<file path="src/rtl/fft_pkg.sv">
// rtl/fft_pkg.sv - shared constants and types for the FFT peak detector
// Purpose: magnitude width, default frame length, scan state encoding and the
//          result record carried from the scanner to the result register.
// Ports:   none (package).
package fft_pkg;

  localparam int FFT_MAG_WIDTH   = 21;
  localparam int FFT_LEN_DEFAULT = 1024;
  localparam int FFT_BIN_WIDTH   = 13;

  typedef enum logic {
    IDLE = 1'b0,
    SCAN = 1'b1
  } scan_state_t;

  typedef struct packed {
    logic [FFT_BIN_WIDTH-1:0] bin;
    logic [FFT_MAG_WIDTH-1:0] mag;
  } peak_result_t;

endpackage

</file>
<file path="src/rtl/fft_peak_detector_if.sv">
// rtl/fft_peak_detector_if.sv - magnitude stream in, peak result out
// Purpose: bundles the FFT magnitude beat stream and the valid/ready result port.
// Ports:   in_valid/in_sop/in_eop/in_mag (stream), peak_valid/peak_ready/
//          peak_bin/peak_mag (result). slave = detector, master = source/consumer.
interface fft_peak_detector_if #(
  parameter int DATA_WIDTH = fft_pkg::FFT_MAG_WIDTH,
  parameter int BIN_WIDTH  = fft_pkg::FFT_BIN_WIDTH
);
  logic                  in_valid;
  logic                  in_sop;
  logic                  in_eop;
  logic [DATA_WIDTH-1:0] in_mag;
  logic                  peak_valid;
  logic                  peak_ready;
  logic [BIN_WIDTH-1:0]  peak_bin;
  logic [DATA_WIDTH-1:0] peak_mag;

  modport slave (
    input  in_valid, in_sop, in_eop, in_mag, peak_ready,
    output peak_valid, peak_bin, peak_mag
  );

  modport master (
    output in_valid, in_sop, in_eop, in_mag, peak_ready,
    input  peak_valid, peak_bin, peak_mag
  );
endinterface

</file>
<file path="src/rtl/fft_peak_detector_peak_result_reg.sv">
// rtl/fft_peak_detector_peak_result_reg.sv - single-entry result holding register
// Purpose: holds one result behind a valid/ready handshake; a load while an
//          unaccepted result is held overwrites it and sets sticky overrun.
// Ports:   clk, reset, load/load_data (producer), ready (consumer),
//          valid/data (held result), overrun (sticky loss flag).
module peak_result_reg #(
  parameter type result_t = fft_pkg::peak_result_t
) (
  input  logic    clk,
  input  logic    reset,
  input  logic    load,
  input  result_t load_data,
  input  logic    ready,
  output logic    valid,
  output result_t data,
  output logic    overrun
);

  always_ff @(posedge clk) begin
    if (reset) begin
      valid   <= 1'b0;
      data    <= '0;
      overrun <= 1'b0;
    end else if (load) begin
      // A load in the same cycle as acceptance replaces a consumed result: no loss.
      data  <= load_data;
      valid <= 1'b1;
      if (valid && !ready) begin
        overrun <= 1'b1;
      end
    end else if (valid && ready) begin
      valid <= 1'b0;
    end
  end

endmodule

</file>
<file path="src/rtl/fft_peak_detector.sv">
// rtl/fft_peak_detector.sv - per-frame peak bin finder on FFT magnitude stream
// Purpose: scans each frame, tracks the largest magnitude in bins
//          [MIN_BIN, FFT_LEN/2-1] (ties keep the lowest bin), and publishes
//          bin/magnitude through a single-entry valid/ready register.
// Ports:   clk, reset (sync, active high), bus (stream in / result out),
//          threshold (only with FFT_PEAK_THRESH_EN), frame_cnt, overrun, frame_err.
// Option:  FFT_PEAK_THRESH_EN - publish only when the peak reaches threshold.
module fft_peak_detector
  import fft_pkg::*;
#(
  parameter int DATA_WIDTH = FFT_MAG_WIDTH,
  parameter int FFT_LEN    = FFT_LEN_DEFAULT,
  parameter int BIN_WIDTH  = FFT_BIN_WIDTH,
  parameter int MIN_BIN    = 2
) (
  input  logic                  clk,
  input  logic                  reset,
  fft_peak_detector_if.slave    bus,
`ifdef FFT_PEAK_THRESH_EN
  input  logic [DATA_WIDTH-1:0] threshold,
`endif
  output logic [15:0]           frame_cnt,
  output logic                  overrun,
  output logic                  frame_err
);

  localparam logic [BIN_WIDTH-1:0] MIN_B     = BIN_WIDTH'(MIN_BIN);
  localparam logic [BIN_WIDTH-1:0] HALF_LAST = BIN_WIDTH'(FFT_LEN / 2 - 1);
  localparam logic [BIN_WIDTH-1:0] LAST_BIN  = BIN_WIDTH'(FFT_LEN - 1);

  typedef struct packed {
    logic [BIN_WIDTH-1:0]  bin;
    logic [DATA_WIDTH-1:0] mag;
  } result_t;

  scan_state_t           state, state_nxt;
  logic [BIN_WIDTH-1:0]  bin_cnt;
  logic [BIN_WIDTH-1:0]  max_bin;
  logic [DATA_WIDTH-1:0] max_mag;

  logic start_beat, scan_beat, end_good, err_evt;
  logic [BIN_WIDTH-1:0]  cur_bin;
  logic [DATA_WIDTH-1:0] cmp_max;
  logic                  upd_max;
  logic                  pass_thresh;
  result_t               res_q;

  always_ff @(posedge clk) begin
    if (reset) begin
      state <= IDLE;
    end else begin
      state <= state_nxt;
    end
  end

  always_comb begin
    state_nxt = state;
    if (bus.in_valid) begin
      case (state)
        IDLE: if (bus.in_sop) state_nxt = SCAN;
        SCAN: begin
          if (bus.in_sop) begin
            state_nxt = SCAN;
          end else if (bus.in_eop || bin_cnt == LAST_BIN) begin
            state_nxt = IDLE;
          end
        end
        default: state_nxt = IDLE;
      endcase
    end
  end

  // Per-beat strobes; sop always wins over eop, so a sop+eop beat opens a frame.
  always_comb begin
    start_beat = 1'b0;
    scan_beat  = 1'b0;
    end_good   = 1'b0;
    err_evt    = 1'b0;
    if (bus.in_valid) begin
      case (state)
        IDLE: begin
          if (bus.in_sop) begin
            start_beat = 1'b1;
            err_evt    = bus.in_eop;
          end
        end
        SCAN: begin
          if (bus.in_sop) begin
            start_beat = 1'b1;
            err_evt    = 1'b1;
          end else if (bus.in_eop) begin
            end_good = (bin_cnt == LAST_BIN);
            err_evt  = (bin_cnt != LAST_BIN);
          end else if (bin_cnt == LAST_BIN) begin
            // Next beat would be bin FFT_LEN: frame overran without eop.
            err_evt = 1'b1;
          end else begin
            scan_beat = 1'b1;
          end
        end
        default: ;
      endcase
    end
  end

  // A starting beat is bin 0 and compares against an empty (zero) maximum.
  assign cur_bin = start_beat ? '0 : bin_cnt;
  assign cmp_max = start_beat ? '0 : max_mag;
  assign upd_max = (cur_bin >= MIN_B) && (cur_bin <= HALF_LAST) && (bus.in_mag > cmp_max);

`ifdef FFT_PEAK_THRESH_EN
  assign pass_thresh = (max_mag >= threshold);
`else
  assign pass_thresh = 1'b1;
`endif

  always_ff @(posedge clk) begin
    if (reset) begin
      bin_cnt   <= '0;
      max_bin   <= '0;
      max_mag   <= '0;
      frame_cnt <= '0;
      frame_err <= 1'b0;
    end else begin
      if (start_beat) begin
        bin_cnt <= BIN_WIDTH'(1);
      end else if (scan_beat) begin
        bin_cnt <= bin_cnt + 1'b1;
      end
      if (start_beat || scan_beat) begin
        if (upd_max) begin
          max_mag <= bus.in_mag;
          max_bin <= cur_bin;
        end else if (start_beat) begin
          max_mag <= '0;
          max_bin <= MIN_B;
        end
      end
      if (end_good) begin
        frame_cnt <= frame_cnt + 16'd1;
      end
      if (err_evt) begin
        frame_err <= 1'b1;
      end
    end
  end

  peak_result_reg #(
    .result_t (result_t)
  ) u_result (
    .clk       (clk),
    .reset     (reset),
    .load      (end_good && pass_thresh),
    .load_data ('{bin: max_bin, mag: max_mag}),
    .ready     (bus.peak_ready),
    .valid     (bus.peak_valid),
    .data      (res_q),
    .overrun   (overrun)
  );

  assign bus.peak_bin = res_q.bin;
  assign bus.peak_mag = res_q.mag;

endmodule

</file>
<file path="src/flat_wrapper.sv">
// flat-port wrapper written by rule: the top's interface ports become plain ports
module fft_peak_detector_flat import fft_pkg::*;
#(
  parameter int DATA_WIDTH = FFT_MAG_WIDTH,
  parameter int FFT_LEN    = FFT_LEN_DEFAULT,
  parameter int BIN_WIDTH  = FFT_BIN_WIDTH,
  parameter int MIN_BIN    = 2
)
  (clk, reset, frame_cnt, overrun, frame_err, bus_in_valid, bus_in_sop, bus_in_eop, bus_in_mag, bus_peak_ready, bus_peak_valid, bus_peak_bin, bus_peak_mag);
  fft_peak_detector_if #(.DATA_WIDTH(DATA_WIDTH), .BIN_WIDTH(BIN_WIDTH)) bus_i ();
  input  logic clk;
  input  logic reset;
  output logic [15:0] frame_cnt;
  output logic overrun;
  output logic frame_err;
  input wire logic [$bits(bus_i.in_valid)-1:0] bus_in_valid;
  input wire logic [$bits(bus_i.in_sop)-1:0] bus_in_sop;
  input wire logic [$bits(bus_i.in_eop)-1:0] bus_in_eop;
  input wire logic [$bits(bus_i.in_mag)-1:0] bus_in_mag;
  input wire logic [$bits(bus_i.peak_ready)-1:0] bus_peak_ready;
  output wire logic [$bits(bus_i.peak_valid)-1:0] bus_peak_valid;
  output wire logic [$bits(bus_i.peak_bin)-1:0] bus_peak_bin;
  output wire logic [$bits(bus_i.peak_mag)-1:0] bus_peak_mag;
  assign bus_i.in_valid = bus_in_valid;
  assign bus_i.in_sop = bus_in_sop;
  assign bus_i.in_eop = bus_in_eop;
  assign bus_i.in_mag = bus_in_mag;
  assign bus_i.peak_ready = bus_peak_ready;
  assign bus_peak_valid = bus_i.peak_valid;
  assign bus_peak_bin = bus_i.peak_bin;
  assign bus_peak_mag = bus_i.peak_mag;
  fft_peak_detector #(.DATA_WIDTH(DATA_WIDTH), .FFT_LEN(FFT_LEN), .BIN_WIDTH(BIN_WIDTH), .MIN_BIN(MIN_BIN)) u_core (.clk(clk), .reset(reset), .bus(bus_i), .frame_cnt(frame_cnt), .overrun(overrun), .frame_err(frame_err));
endmodule
</file>
<file path="config.mk">
export PLATFORM = sky130hd
export DESIGN_NAME = fft_peak_detector_flat
export DESIGN_NICKNAME = d
export VERILOG_FILES = /design/src/rtl/fft_pkg.sv /design/src/rtl/fft_peak_detector_if.sv /design/src/rtl/fft_peak_detector_peak_result_reg.sv /design/src/rtl/fft_peak_detector.sv /design/src/flat_wrapper.sv
export SDC_FILE = /design/constraint.sdc
export NUM_CORES = 1
export LEC_CHECK = 0
export ABC_AREA = 0
export CORE_MARGIN = 4
export CORE_UTILIZATION = 45
export DETAILED_ROUTE_END_ITERATION = 12
export GPL_ROUTABILITY_DRIVEN = 1
export PLACE_DENSITY = 0.7
export SLEW_MARGIN = 25
export SYNTH_ARGS = -nofsm -noshare
export SYNTH_HDL_FRONTEND = slang
export SYNTH_SLANG_ARGS = --single-unit
</file>
<file path="constraint.sdc">
create_clock -name clk -period 7.63 [get_ports clk]
set_clock_uncertainty 0.15 [all_clocks]
set_input_delay 1.526 -clock clk [delete_from_list [all_inputs] [get_ports clk]]
set_output_delay 1.526 -clock clk [all_outputs]
set_load 0.03 [all_outputs]
</file>
# Word level (Yosys, flattened, before mapping)
# Index checks and enable logic that the tools add are counted.
[word_totals]
n_memories = 0
rom_bits = 0
ram_bits = 0
regBits = 101
in_bits = 27
latch_bits = 0
output_inout_bits = 53
word_cells = 61
[classes]
addsub = 2
n_eq_ne = 2
n_div = 0
multipliers = 0
bitwise = 1
magnitude_cmp = 3
n_reduce_logical = 13
shifts = 0
muxes = 29
[ops]
columns = ["cell", "n"]
rows = [
  ["21-bit two-way mux", 2],
  ["13-bit two-way mux", 3],
  ["1-bit two-way mux", 22],
  ["21-bit greater-than comparator", 1],
  ["16-bit by 1-bit adder with 16-bit output (second input constant)", 1],
  ["13-bit by 1-bit adder with 13-bit output (second input constant)", 1],
  ["13-bit by 10-bit equality test with 1-bit output (second input constant)", 1],
  ["13-bit by 2-bit >= comparator with 1-bit output (second input constant)", 1],
  ["13-bit by 9-bit less-or-equal comparator with 1-bit output (second input constant)", 1],
  ["13-bit by 10-bit != test with 1-bit output (second input constant)", 1],
  ["2-bit nonzero test", 3],
  ["1-bit logical AND", 4],
  ["1-bit case mux with 2 select lines", 2],
  ["2-bit AND reduction", 2],
  ["1-bit logical OR", 2],
  ["2-bit OR reduction", 1],
  ["1-bit zero test", 1],
  ["1-bit inverter", 1],
]

# Longest topological paths before layout
# Gate-level depths: netlist (run 1).
[depth]
depth_word = 8
mapped_depth = 11

# Cells and area by module
# A second synthesis (run 1) with hierarchy kept.
[hier_totals]
hier_cells = 458
hier_area_um2 = 4409.2
[modules_own_cells]
columns = ["module", "cells_per_inst", "n_inst", "seq_area_each_um2", "area_each_um2"]
rows = [
  ["fft_peak_detector", 341, 1, 1301.2, 3100.5],
  ["peak_result_reg", 117, 1, 720.7, 1308.8],
]

# Least setup slack after synthesis (run 1)
# Ideal clock, no wire load.
[synth_path]
path_kind = "input-to-reg"
startpoint = "in bus_in_sop"
endpoint = "reg u_core.max_mag[0]"
arrival_ns = 3.645
slack_ns = 3.718
t_required_ns = 7.363
setup_time_ns = 0.117
cell_stages = 11
path_cell_list = "nand2_1 > clkbuf_1 > nand2_1 > ha_1 > nand4_1 > and4bb_2 > o21ai_0 > o311ai_1 > a31oi_2 > buf_6 > a22o_1"
[synth_between]
elab_chain_cells = 7
word_cells_on_any_way = 14
classes_between = "order compare (3); mux (8); reduce/logical (3)"
[synth_lines]
columns = ["item", "line_no", "rtl"]
rows = [
  ["from (decl)", "flat_wrapper.sv:17", "input wire logic [$bits(bus_i.in_sop)-1:0] bus_in_sop;"],
  ["parallel branches: the longest is 7 deep, another holds 21-bit greater-than comparator", "-", ""],
  ["to (signal assigned)", "fft_peak_detector.sv:132", "max_mag <= bus.in_mag;"],
  ["to (decl)", "fft_peak_detector.sv:39", "logic [DATA_WIDTH-1:0] max_mag;"],
]
# Several ways; the timed one is not identified.
# A chain may end at the register's enable or synchronous reset.

# Worst setup path after layout (run 1)
[layout_path]
startpoint = "in bus_in_sop"
endpoint = "reg u_core.max_mag[4]"
# The elaborated chain is that of the path after synthesis.

==> metrics.md, run 1 <==
| Metric | Value |
|---|---|
| Status | `finished clean` |
| CTS H-tree lvls | `3` |
| Synthesis Warnings | `0` |
| Pre-CTS setup slack | `1.725 ns` |
| First-pass GRT wire length | `16620 um` |
| Initial Util | `0.4656` |
| Final Hold Fails | `0` |
| Sequential area share after synthesis | `0.4677` |
| Top cells by area, synth | `dfxtp_1 (47%), nand2_1 (9.5%), ha_1 (7.2%)` |
| Post-synthesis adder-cell area fraction | `0.07236` |
| Max-cap violations | `0` |
| Global router's overall resource usage | `0.1798` |
| Simple-Gate Fraction of Synth Area | `0.2177` |
| Area share of the largest cell type after synthesis | `0.4677` |
| Syn Inst Count | `499` |
| Synthesis-to-layout area growth | `24.63%` |
| DRC Markers | `0` |
| Complex-gate fraction of the synthesized area | `0.1589` |
| Relative slew slack | `0.4433` |
| Unrepaired setup endpoints after global routing | `no` |
| Total grt overflow | `0` |
| Hold Crit Class | `reg -> reg` |
| F_max | `201.3 MHz` |
| Final setup viols | `0` |
| Hold EP | `u_core.u_result.data[28]` |
| R2r worst-path depth | `12` |
| Die Span X | `106.0 um` |
| Routed wire length | `9903 um` |
| Tcrit/Tclk final | `0.6512` |
| Crit Path Class | `in -> reg` |
| Worst EP required | `7.78 ns` |
| Largest net degree at the start of global routing | `60` |
| Vias in the first global route | `3466` |
| Min Tclk post-route | `4.969 ns` |
| Crit path DAT | `5.12 ns` |
| Clk_lat worst skew | `0.36 ns` |
| Synthesized net count | `551` |
| Number of setup buffers added after CTS | `0` |
| Routability cong. | `0.7780` |
| Die ar. | `11240 um2` |
| Final Util | `0.5803` |
| Setup crit end kind | `flip-flop` |
| Largest family of logic cells by synthesized area | `simple AND/OR/NAND/NOR gates` |
| Pwr dens | `169.3 nW/um2` |
| Layout Nets | `616` |
| Hold Crit Start | `u_core.max_bin[7]` |
| DR WL/cell | `14.19 um` |
| Port Buffers | `79` |
| Synth Flop Type | `dfxtp_1` |
| Final slew viol count | `0` |
| Worst r2r src | `u_core.bin_cnt[1]` |
| #FFs+latches synth | `101` |
| Tot Pwr | `0.9124 mW` |
| Most frequent cell after synthesis | `nand2_1` |
| CTS resizes | `0` |
| Clock sink count | `101` |
| Max Root-Sink Buffers | `2` |
| Initial DRC count | `175` |
| Final setup margin | `2.661 ns` |
| Synth Cell Area | `4323 um2` |
| Post-synth EDFFs | `0` |
| Setup TNS Final | `0 ns` |
| ANT cells | `0` |
| Post-DP HPWL | `7061 um` |
| Vias after detailed routing | `3680` |
| Post-CTS Hold Buffers | `0` |
| IO Count | `80` |
| Detail Route Antenna Nets | `0` |
| Syn avg cell area | `8.663 um2` |
| Crit Path Max Fanout | `25` |
| Fraction of layout cells with a size suffix above 1 | `0.04569` |
| Max IR drop VDD | `0.09673 mV` |
| Die Ht | `106.0 um` |
| Post-synth ARST share | `0` |
| XOR/XNOR Fraction of Synth Area | `0.04457` |
| Worst r2r dst | `u_core.frame_cnt[15]` |
| Total iterations of the first detailed-routing run | `4` |
| Leakage | `1.858 nW` |
| Num CTS Buffers | `9` |
| WHS Path Cells | `2` |
| Clock-pin slew on the worst setup and hold paths | `0.11 ns` |
| CTS tree | `built` |
| Most frequent cells after synthesis | `nand2_1 (109), dfxtp_1 (101), a21oi_1 (61)` |
| Startpoint Class | `input port` |
| Floorplan core area | `9284 um2` |
| Initial antenna violation count | `0` |
| Yosys top cell by area | `dfxtp_1` |
| Mux share of post-synthesis cell area | `0.002315` |
| Post-synthesis cell type count | `41` |
| Via density | `5.272` |
| R2R setup slack | `4.13 ns` |
| Worst slew pin tran | `0.8330 ns` |
| Site Rows | `35` |
| CTS root buf | `clkbuf_8` |
area by class of cell:
| type | instances | area, um2 |
|---|---|---|
| fill | 832 | 3896 |
| multi-input combinational | 363 | 2168 |
| sequential | 101 | 2022 |
| timing repair buffer | 83 | 819.5 |
| tap | 129 | 161.4 |
| clock buffer | 10 | 137.6 |
| clock inverter | 6 | 56.30 |
| inverter | 6 | 22.52 |
per-layer routing:
layer  routed length [um]  vias to the layer above  global-route usage  share of wire
li1                     -                     1874                   -              -
met1                 4758                     1727              0.2444           0.48
met2                 4653                       70              0.2942           0.47
met3                  371                        9             0.02368          0.037
met4                  121                        0             0.06290          0.012
met5                    0                        -                   0              0
logic make-up (layout without fill, tap and decap cells):
kind of cell | count (synthesis) | in the layout
multiplexers | 1 | 1
buffers and inverters | 35 | 105
AO/OA/AOI/OAI | 111 | 111
adder cells (fa/ha/maj) | 25 | 25
XOR/XNOR | 22 | 22
AND/OR/NAND/NOR | 204 | 204
flip-flops | 101 | 101
power by group:
group	total, mW	internal, mW	leakage (nW)	switching [mW]
clock	0.329	0.134	0.0965	0.195
combinational	0.0540	0.0227	0.947	0.0312
sequential	0.530	0.528	0.814	0.00153
total	0.912	0.685	1.86	0.227
how the worst max path moves through the flow:
stage                      start            endpoint  slack (ns)  cells past startpoint
floorplan             bus_in_sop   u_core.max_mag[0]        3.72                     11
global placement      bus_in_sop   u_core.max_mag[5]        1.89                     10
detailed placement  bus_in_valid  u_core.max_mag[15]        1.72                     10
CTS                   bus_in_sop   u_core.max_mag[2]        2.04                     10
global route          bus_in_sop   u_core.max_mag[2]        2.29                     10
finish                bus_in_sop   u_core.max_mag[4]        2.66                     11
per-stage QoR:
stage          std cells  area [um2]  hold slack (ns)
6_report             698        5388           0.2949
5_1_grt              698        5388           0.3141
4_1_cts              697        5360           0.2990
3_5_place_dp         681        5166           0.2956
3_3_place_gp         681        5166           0.2918
2_1_floorplan        499        4323           0.2773
sequential cells by signal, indices dropped and copies added, names as in the netlist:
name / count
u_core.max_mag: 21
u_core.bin_cnt: 13
u_core.frame_cnt: 16
u_core.frame_err: 1
u_core.u_result.data: 34
u_core.max_bin: 13
u_core.u_result.valid: 1
u_core.state: 1
u_core.u_result.overrun: 1
cell usage in the layout (no fill, tap or decap), types with 4 or more instances in the layout:
master / instances
nand2_1: 109
dfxtp_1: 101
clkdlybuf4s50_1: 78
a21oi_1: 61
nor2_1: 32
ha_1: 25
a22o_1: 20
nand4_1: 19
o21ai_0: 19
xor2_1: 17
nand3_1: 12
clkbuf_8: 10
inv_1: 6
or3_1: 6
and2_1: 6
xnor2_1: 5
and3_1: 4
critical path, stage by stage:
cell	delay [ns]
clkdlybuf4s50_1	0.49
nand2_1	0.66
nand2_1	0.13
ha_1	0.35
nand4_1	0.19
and4bb_2	0.39
o21ai_0	0.16
o311a_1	0.28
nor4b_4	0.57
buf_6	0.23
a22o_1	0.14
No activity file was read; power rests on OpenSTA's default activity.
==> run 2, diff against run 1 <==
--- a/config.mk
+++ b/config.mk
@@ -10,7 +10,7 @@
 export CORE_UTILIZATION = 45
 export DETAILED_ROUTE_END_ITERATION = 12
 export GPL_ROUTABILITY_DRIVEN = 1
-export PLACE_DENSITY = 0.7
+export PLACE_DENSITY = 0.73
 export SLEW_MARGIN = 25
 export SYNTH_ARGS = -nofsm -noshare
 export SYNTH_HDL_FRONTEND = slang
==> constraint.sdc (replaced) <==
create_clock -name clk -period 4.1 [get_ports clk]
set_clock_uncertainty 0.15 [all_clocks]
set_input_delay 0.82 -clock clk [delete_from_list [all_inputs] [get_ports clk]]
set_output_delay 0.82 -clock clk [all_outputs]
set_load 0.03 [all_outputs]
==> run 2 against run 1 <==
  * Die area is the same
  * Critical path depth is the same
  * Via count shrank 0.30%
  * Non-clock buffer count grew 7
  * Flip-flop and latch count is the same
  * Final cell count grew 1.0%
  * Global-route usage shrank 0.17 points
  * Worst setup slack lost 2.2 ns
  * Cell area grew 0.21%
  * Combinational power grew 91%
  * Wire length is essentially flat
  * Total power grew 84%
==> metrics.md, run 2 (synthesis results as in run 1) <==
| Metric | Value |
|---|---|
| Switch share | `0.2435` |
| Initial Util | `0.4656` |
| Routability cong. | `0.8606` |
| Total iterations of the first detailed-routing run | `4` |
| Die ar. | `11240 um2` |
| Final Util | `0.5815` |
| Worst EP required | `4.26 ns` |
| Min Tclk post-route | `3.595 ns` |
| Global router's overall resource usage | `0.1781` |
| Worst r2r dst | `u_core.frame_cnt[13]` |
| Vias after detailed routing | `3669` |
| ANT cells | `0` |
| Cell area after layout | `5399 um2` |
| Total placed cells including tap cells | `689` |
| Commonest non-fill, non-tap cell in the layout | `nand2_1` |
| Startpoint Class | `input port` |
| Top Registers | `u_core.u_result.data: 34 flops, u_core.max_mag: 21 flops, u_core.frame_cnt: 16 flops` |
| F_max | `278.2 MHz` |
| Crit path DAT | `3.75 ns` |
| Largest net degree at the start of global routing | `59` |
| CTS tree | `built` |
| Power Internal | `1.271 mW` |
| Tcrit/Tclk final | `0.8768` |
| Setup TNS Final | `0 ns` |
| Routed wire length | `9912 um` |
| Num CTS Buffers | `9` |
| Clk_lat worst skew | `0.37 ns` |
| IO Count | `80` |
| Initial DRC count | `186` |
| Worst r2r src | `u_core.bin_cnt[0]` |
| Max-cap violations | `0` |
| Hold EP | `u_core.u_result.data[28]` |
| Status | `finished clean` |
| Pwr dens | `311.1 nW/um2` |
| Crit Path Max Fanout | `25` |
| Synthesis-to-layout area growth | `24.89%` |
| Die Span X | `106.0 um` |
| Reg power frac | `0.587` |
| Combinational power share | `0.061` |
| CTS root buf | `clkbuf_8` |
| Final slew viol count | `0` |
| Max IR drop VDD | `0.1662 mV` |
| Number of setup buffers added after CTS | `0` |
| Total grt overflow | `0` |
| WHS Path Cells | `2` |
| Site Rows | `35` |
| Clock-pin slew on the worst setup and hold paths | `0.10 ns` |
| Max Root-Sink Buffers | `2` |
| Reg with most FFs | `u_core.u_result.data` |
| Vias in the first global route | `3453` |
| Port Buffers | `79` |
| Number of flip-flops in the largest register | `34` |
| CTS H-tree lvls | `3` |
| Setup crit end kind | `flip-flop` |
| Via density | `5.204` |
| Layout Nets | `623` |
| DR WL/cell | `14.06 um` |
| Crit Path Class | `in -> reg` |
| Floorplan core area | `9284 um2` |
| First-pass GRT wire length | `16480 um` |
| Unrepaired setup endpoints after global routing | `no` |
| Commonest non-fill, non-tap cells in the layout | `nand2_1 (109), dfxtp_1 (101), clkdlybuf4s50_1 (78)` |
| Post-DP HPWL | `7129 um` |
| R2r worst-path depth | `12` |
| Tot Pwr | `1.679 mW` |
| Psw | `0.4090 mW` |
| Fraction of layout cells with a size suffix above 1 | `0.05556` |
| Post-CTS Hold Buffers | `0` |
| Hold Crit Start | `u_core.max_bin[7]` |
| Final Hold Fails | `0` |
| Initial antenna violation count | `0` |
| Relative slew slack | `0.6030` |
| Die Ht | `106.0 um` |
| Detail Route Antenna Nets | `0` |
| Clock sink count | `101` |
| R2R setup slack | `0.79 ns` |
| Leakage | `1.885 nW` |
| Worst slew pin tran | `0.5956 ns` |
| Clk pwr share | `0.352` |
| CTS resizes | `0` |
| Final Non-Filler Cells | `705` |
| DRC Markers | `0` |
| Hold Crit Class | `reg -> reg` |
| Post-DP Area | `5218 um2` |
| Final setup viols | `0` |
run 2: cell types whose count changed in the layout (fill, tap and decap cells not counted), moves of 2 or more:
cell | before | now
inv_6 | 0 | 3
inv_8 | 2 | 0
clkinv_4 | 3 | 0
buf_4 | 3 | 11
clkinv_2 | 0 | 2
run 2: final cells by class:
type | instances | area (um2)
Tap cell | 129 | 161.4
Inverter | 6 | 22.52
Timing Repair Buffer | 90 | 868.3
Multi-Input combinational cell | 363 | 2143
Clock buffer | 10 | 137.6
Sequential cell | 101 | 2022
Clock inverter | 6 | 43.79
Fill cell | 825 | 3885
run 2: how the worst max path moves through the flow:
stage                           from                  to  slack (ns)
after floorplan           bus_in_sop   u_core.max_mag[0]        0.89
after global placement    bus_in_sop   u_core.max_mag[8]        0.33
after detailed placement  bus_in_sop  u_core.max_mag[19]        0.20
after CTS                 bus_in_sop   u_core.max_mag[4]        0.56
after global routing      bus_in_sop   u_core.max_mag[4]        0.33
final                     bus_in_sop   u_core.max_mag[4]        0.51
run 2: worst max-delay path, cell delays in order:
cell,delay [ns]
clkdlybuf4s50_1,0.50
nand2_1,0.12
buf_4,0.28
nand2_1,0.11
ha_1,0.31
and4_1,0.23
and4bb_2,0.26
a31oi_4,0.35
nor4b_2,0.32
buf_4,0.28
a22o_1,0.16
run 2: power by group through the flow:
stage / Combinational (mW) / Clock (mW) / Sequential [mW]
CTS: 0.104 / 0.603 / 0.986
global placement: 0.0996 / 0 / 1.01
global route: 0.114 / 0.642 / 0.987
floorplan: 0.0528 / 0 / 1.01
detailed placement: 0.103 / 0 / 1.01
finish: 0.103 / 0.591 / 0.986
run 2: per-layer routing:
layer | track usage | wire [um] | vias up
met3 | 0.03036 | 605 | 10
met2 | 0.2814 | 4517 | 98
met1 | 0.2413 | 4654 | 1678
met4 | 0.07401 | 133 | 0
met5 | 0 | 0 | -
li1 | - | - | 1883
run 2: metrics by stage:
step	setup slack (ns)	hold WS (ns)
detailed placement	0.1952	0.2935
finish	0.5053	0.3053
global route	0.3300	0.3245
global placement	0.3329	0.2922
CTS	0.5596	0.3106
floorplan	0.8944	0.2773
